`src/rtl/codec_init.sv`:
```
// WM8731 init sequencer: PWRUP wait, then 11 register writes (or one volume write) via an external I2C master.
// Latency: one wr_i2c strobe per write, >= GAP_CYCLES apart; stalls in ISSUE/WAIT_IDLE while i2c_idle=0, errors out after TIMEOUT_CYCLES.
module codec_init #(
  parameter logic [7:0] DEV_ADDR       = 8'h34,
  parameter int         PWRUP_CYCLES   = 1_000_000,
  parameter int         GAP_CYCLES     = 16,
  parameter int         TIMEOUT_CYCLES = 2_000_000
) (
  input  logic        clk,
  input  logic        reset,
  input  logic        start,
  input  logic        vol_wr,
  input  logic [6:0]  vol_val,
  input  logic        i2c_idle,
  output logic        wr_i2c,
  output logic [23:0] i2c_packet,
  output logic        init_done,
  output logic        busy,
  output logic        err
);

  localparam int CNT_MAX = (PWRUP_CYCLES > GAP_CYCLES) ? PWRUP_CYCLES : GAP_CYCLES;
  localparam int CW      = $clog2(CNT_MAX + 1);
  localparam int TW      = $clog2(TIMEOUT_CYCLES + 1);
  localparam logic [3:0] LAST_IDX = 4'd10;

  typedef enum logic [2:0] {PWRUP, ISSUE, GAP, WAIT_IDLE, DONE, ERROR} state_t;

  state_t        state, state_n;
  logic [CW-1:0] cnt, cnt_n;
  logic [TW-1:0] tcnt, tcnt_n;
  logic [3:0]    idx, idx_n;
  logic          vol_mode, vol_mode_n;
  logic [6:0]    vol_reg, vol_reg_n;
  logic          wr_n;
  logic [23:0]   pkt_n;
  logic          err_n;

  // {reg_addr[6:0], data[8:0]} for each init step
  function automatic logic [15:0] init_entry(input logic [3:0] i);
    case (i)
      4'd0:    init_entry = {7'd15, 9'h000};
      4'd1:    init_entry = {7'd0,  9'h017};
      4'd2:    init_entry = {7'd1,  9'h017};
      4'd3:    init_entry = {7'd2,  9'h079};
      4'd4:    init_entry = {7'd3,  9'h079};
      4'd5:    init_entry = {7'd4,  9'h012};
      4'd6:    init_entry = {7'd5,  9'h000};
      4'd7:    init_entry = {7'd6,  9'h000};
      4'd8:    init_entry = {7'd7,  9'h002};
      4'd9:    init_entry = {7'd8,  9'h000};
      4'd10:   init_entry = {7'd9,  9'h001};
      default: init_entry = 16'h0000;
    endcase
  endfunction

  always_ff @(posedge clk or negedge reset) begin
    if (!reset) begin
      state      <= PWRUP;
      cnt        <= '0;
      tcnt       <= '0;
      idx        <= '0;
      vol_mode   <= 1'b0;
      vol_reg    <= '0;
      wr_i2c     <= 1'b0;
      i2c_packet <= 24'h0;
      err        <= 1'b0;
    end else begin
      state      <= state_n;
      cnt        <= cnt_n;
      tcnt       <= tcnt_n;
      idx        <= idx_n;
      vol_mode   <= vol_mode_n;
      vol_reg    <= vol_reg_n;
      wr_i2c     <= wr_n;
      i2c_packet <= pkt_n;
      err        <= err_n;
    end
  end

  // Counters default to zero so every state change clears them.
  always_comb begin
    state_n    = state;
    cnt_n      = '0;
    tcnt_n     = '0;
    idx_n      = idx;
    vol_mode_n = vol_mode;
    vol_reg_n  = vol_reg;
    wr_n       = 1'b0;
    pkt_n      = i2c_packet;
    err_n      = err;
    case (state)
      PWRUP: begin
        if (cnt == CW'(PWRUP_CYCLES - 1)) begin
          state_n = ISSUE;
          idx_n   = '0;
        end else begin
          cnt_n = cnt + 1'b1;
        end
      end
      ISSUE: begin
        if (i2c_idle) begin
          wr_n    = 1'b1;
          pkt_n   = {DEV_ADDR, vol_mode ? {7'd2, 1'b1, 1'b0, vol_reg} : init_entry(idx)};
          state_n = GAP;
        end else if (tcnt == TW'(TIMEOUT_CYCLES - 1)) begin
          state_n = ERROR;
          err_n   = 1'b1;
        end else begin
          tcnt_n = tcnt + 1'b1;
        end
      end
      GAP: begin
        if (cnt == CW'(GAP_CYCLES - 1)) state_n = WAIT_IDLE;
        else                            cnt_n   = cnt + 1'b1;
      end
      WAIT_IDLE: begin
        if (i2c_idle) begin
          if (vol_mode || idx == LAST_IDX) begin
            state_n    = DONE;
            vol_mode_n = 1'b0;
          end else begin
            idx_n   = idx + 1'b1;
            state_n = ISSUE;
          end
        end else if (tcnt == TW'(TIMEOUT_CYCLES - 1)) begin
          state_n = ERROR;
          err_n   = 1'b1;
        end else begin
          tcnt_n = tcnt + 1'b1;
        end
      end
      DONE: begin
        // start has priority; a simultaneous volume request is dropped
        if (start) begin
          state_n    = PWRUP;
          idx_n      = '0;
          vol_mode_n = 1'b0;
        end else if (vol_wr) begin
          vol_reg_n  = vol_val;
          vol_mode_n = 1'b1;
          state_n    = ISSUE;
        end
      end
      ERROR: begin
        if (start) begin
          state_n    = PWRUP;
          err_n      = 1'b0;
          idx_n      = '0;
          vol_mode_n = 1'b0;
        end
      end
      default: state_n = PWRUP;
    endcase
  end

  assign init_done = (state == DONE);
  assign busy      = (state != DONE) && (state != ERROR);

endmodule

```
`config.mk`:
```
export PLATFORM = sky130hd
export DESIGN_NAME = codec_init
export DESIGN_NICKNAME = d
export VERILOG_FILES = /design/src/rtl/codec_init.sv
export SDC_FILE = /design/constraint.sdc
export NUM_CORES = 1
export LEC_CHECK = 0
export BUFFER_PORTS_ARGS = -buffer_cell sky130_fd_sc_hd__buf_2
export CAP_MARGIN = 20
export CORE_UTILIZATION = 40
export CTS_BUF_LIST = sky130_fd_sc_hd__clkbuf_8
export CTS_CLUSTER_SIZE = 28
export DETAILED_ROUTE_END_ITERATION = 16
export PLACE_DENSITY_LB_ADDON = 0.12
export SLEW_MARGIN = 40
export SYNTH_ARGS = -nofsm -noshare
export SYNTH_HDL_FRONTEND = slang
export SYNTH_SLANG_ARGS = --single-unit
```
`constraint.sdc`:
```
create_clock -name clk -period 5.55 [get_ports clk]
set_input_delay 0.8325 -clock clk [delete_from_list [all_inputs] [get_ports clk]]
set_output_delay 0.8325 -clock clk [all_outputs]
set_load 0.02 [all_outputs]
```
==> results.md <==
GRT:
- The via count of the first global-routing pass is 2552.
- The total routing resource utilization after global routing is 0.1585.
- The sum of overflow across all layers after global routing is 0.
- The number of antenna violations at the first check in global routing is 0.
- The first global-routing pass estimated 11990 um of wire.
- Entering global routing, the biggest net connects 45 pins.

Die:
- The width of the die is 96.64 um.
- The height of the die is 96.64 um.
- 40 I/O pins were placed.
- The standard cell core area is 8678 um^2.
- The count of standard-cell rows is 34.
- The total die area is 9338 um^2.
- For this configuration, the core starts out at a cell density of 0.4128.

Route:
- The number of vias per cell after detailed routing is 5.134.
- Summed over all layers, the routed wires come to 7006 um.
- The post-route antenna net violation count is 0.
- The average wire per cell in the routed design is 13.85 um.
- In the routed design, unresolved DRC markers number 0.
- The length of the first detailed-routing pass in iterations is 4.
- The overall via count from detail_route is 2598.
- The detailed router finished its first iteration with 82 violations.

Clocking:
- The clock-pin slew on the worst setup and hold paths is 0.08 ns.
- The latest clock arrival within the worst-skew pair is 0.34 ns.
- The clock net sink count is 71.
- Counting along the longest clock path gives a buffer depth of 2.
- The TritonCTS clock tree is done.
- The number of clock buffers inserted by TritonCTS is 9.
- The quantity of hold-fixing buffers added after cts is 0.
- The post-cts gate resize count is 0.
- The cell at the root of the clock tree is clkbuf_8.
- In this run the number of H-tree levels came out at 3.
- The post-CTS repair timing setup buffer count is 0.

Final layout:
- Compared with the post-synthesis result, the final layout area differs by 11.95%.
- The count of inserted antenna diode cells is 0.
- tcnt holds more flip-flops than any other register.
- Registers take 1777 um^2.
- The multi-input combinational cell area is 1670 um^2.
- In the final layout, the share of cells above drive strength 1 is 0.1508.
- The largest registers in the layout are tcnt (21), cnt (20), i2c_packet (13).
- The register with the most flip-flops in the layout has 21 of them.
- Fill cells in the final layout number 848.
- The top cell types in the final layout, fill and taps aside, are dfrtp_1, nor2_1, nand2_1.
- The most common cell after layout, fill and taps aside is dfrtp_1.
- The finished cells cover 4010 um^2.
- The final net count is 411.

Worst hold path:
- Along the worst hold path, the cell count comes to 1.
- The path class of the lowest-slack min-delay path is reg2reg.

STA:
- The max-slew violation total from the final report is 0.
- The worst-margin pin slew is 0.8273 ns.
- Adding up every negative setup slack in the final design gives 0 ns.
- The tightest hold margin is 0.4649 ns.
- The maximum clock rate is 437.7 MHz.
- Setup violations remaining at the end of the flow were counted as 0.
- The number of failing hold endpoints at the final stage is 0.
- For the finished layout, the period the worst path requires is 2.285 ns.
- Setup repair after global routing left no endpoint under its margin.
- The worst pin sits at a relative slew slack of 0.4443.
- The worst-case clock skew is 0.007356 ns.
- The final period utilization is 0.4117.

Synthesis:
- The number of flops mapped to enable cells by yosys is 0.
- Synthesis produced 367 cells.
- After synthesis, the share of flip-flops with an asynchronous set or reset is 1.000.
- The number of distinct library cells after synthesis is 52.
- The primary flip-flop cell chosen by synthesis mapping is dfrtp_1.
- The sequential area share after synthesis is 0.4960.
- After synthesis the cells add up to 3582 um^2.
- Synthesis inferred 71 register bits.
- The average instance area after synthesis is 9.761 um^2.
- The warning count from the yosys run is 0.

Critical path:
- The endpoint identified for the worst register-to-register timing path is idx[3]$_DFFE_PN0P_.
- The most critical setup path has its endpoint at init_done.
- The worst setup path is captured at an output pin.
- The data required time of the worst path is 4.72 ns.
- In this run the worst path has a maximum fanout of 8.
- STA puts the critical path data arrival time at 1.45 ns.
- The worst register-to-register path begins at idx[0]$_DFFE_PN0P_.
- The worst setup path is launched from a flop.
- Counting cells, the worst reg-to-reg path comes to 7.
- For this run, the slowest stage of the critical path takes 0.42 ns.
- The critical path's slowest cell is dfrtp_1.
- The source of the critical timing path is state[1]$_DFFE_PN0P_.
- The critical path class is reg2out.
- The reg-to-reg setup timing slack is 3.33 ns.
- Traced cell by cell, the critical path runs through inv_1 -> nand2_1 -> nor2_1 -> buf_2.

Placement:
- The final weighted congestion in routability-driven placement is 0.7267.
- The final HPWL from detailed placement is 4787 um.
- The quantity of I/O buffers inserted on ports is 30.
- The placed instance area is 3761 um^2.

Power and ir drop:
- Power spread over the standard cell area amounts to 261.3 nW/um^2.
- The design draws 1048 uW.
- The worst-case IR drop observed on VDD is 0.1580 mV.
- For this design the static power due to leakage is 0.001905 uW.

Job:
- Max-cap violations in this run came to 0.

Run status:
- The flow ran to the end, and the final reports show no timing, DRC or antenna violations.
[kinds of logic (layout without fill, tap and decap cells)]
logic type,after synthesis,in the layout,share of synthesized area
DFF,71,71,0.4960
and+or+nand+nor,169,169,0.2386
muxes,10,10,0.03039
buffers and inverters,31,54,0.04750
xor gates and xnor gates,37,37,0.09046
adders and majority gates,6,6,0.02096
other,1,9,0.001047
AOI/OAI and AO/OA,42,42,0.07510
[layout make-up]
class,instances,share of cell area
repair buffers,31,0.03931
clock inverters,7,0.02995
clock buffers,9,0.03089
inverters,7,0.006552
well taps,108,0.03370
multi-input cells,273,0.4165
flip-flops and latches,71,0.4431
[report_power, final]
group / leakage (uW) / switching, uW / internal [uW]
clock network: 0.000120 / 201 / 300
logic: 0.000807 / 18.7 / 5.71
registers: 0.000978 / 2.95 / 519
total: 0.00190 / 223 / 825
[cells in the mapped netlist, drive strengths merged (2+ instances only)]
| master | instances | area, um^2 |
|---|---|---|
| dfrtp | 71 | 1777 |
| nor2 | 62 | 235.2 |
| nand2 | 32 | 120.1 |
| xor2 | 24 | 210.2 |
| nand3 | 20 | 100.1 |
| buf | 18 | 121.4 |
| o21ai | 13 | 65.06 |
| xnor2 | 13 | 113.9 |
| a21oi | 10 | 50.05 |
| and4 | 8 | 70.07 |
| nand4 | 8 | 50.05 |
| and3 | 7 | 48.80 |
| mux2 | 7 | 78.83 |
| clkbuf | 6 | 22.52 |
| ha | 6 | 75.07 |
| inv | 6 | 22.52 |
| or4 | 6 | 48.80 |
| nand2b | 5 | 31.28 |
| nor3 | 5 | 25.02 |
| a31oi | 4 | 25.02 |
| and2 | 3 | 18.77 |
| mux2i | 3 | 30.03 |
| nor2b | 3 | 18.77 |
| a22o | 2 | 17.52 |
| nor3b | 2 | 15.01 |
| o41ai | 2 | 17.52 |
| or2 | 2 | 12.52 |
| or3 | 2 | 12.51 |
[worst max-delay path: cells and delay by family, from the launching register on]
| kind | cells | cell delay (ns) |
|---|---|---|
| flip-flops | 1 | 0.42 |
| buffers and inverters | 2 | 0.37 |
| AND/OR/NAND/NOR | 2 | 0.31 |
[routing by layer]
layer,wire [um],global-route usage
met1,3414,0.2080
met2,3343,0.2551
met3,154,0.04191
met4,93,0.05166
met5,0,0
[per-stage QoR]
step                  util  std cells  setup slack (ns)
floorplan                -        375             3.411
global placement    0.4334        490             3.143
detailed placement  0.4334        490             3.141
CTS                 0.4615        506             3.117
global route        0.4621        506             3.126
finish              0.4621        506             3.265
[worst min-delay path by stage]
stage	start	end
4_1_cts	cnt[0]$_DFF_PN0_	cnt[0]$_DFF_PN0_
3_3_place_gp	cnt[0]$_DFF_PN0_	cnt[0]$_DFF_PN0_
6_report	cnt[0]$_DFF_PN0_	cnt[0]$_DFF_PN0_
3_5_place_dp	cnt[0]$_DFF_PN0_	cnt[0]$_DFF_PN0_
2_1_floorplan	cnt[0]$_DFF_PN0_	cnt[0]$_DFF_PN0_
5_1_grt	cnt[0]$_DFF_PN0_	cnt[0]$_DFF_PN0_
No activity file was read; power rests on OpenSTA's default activity.
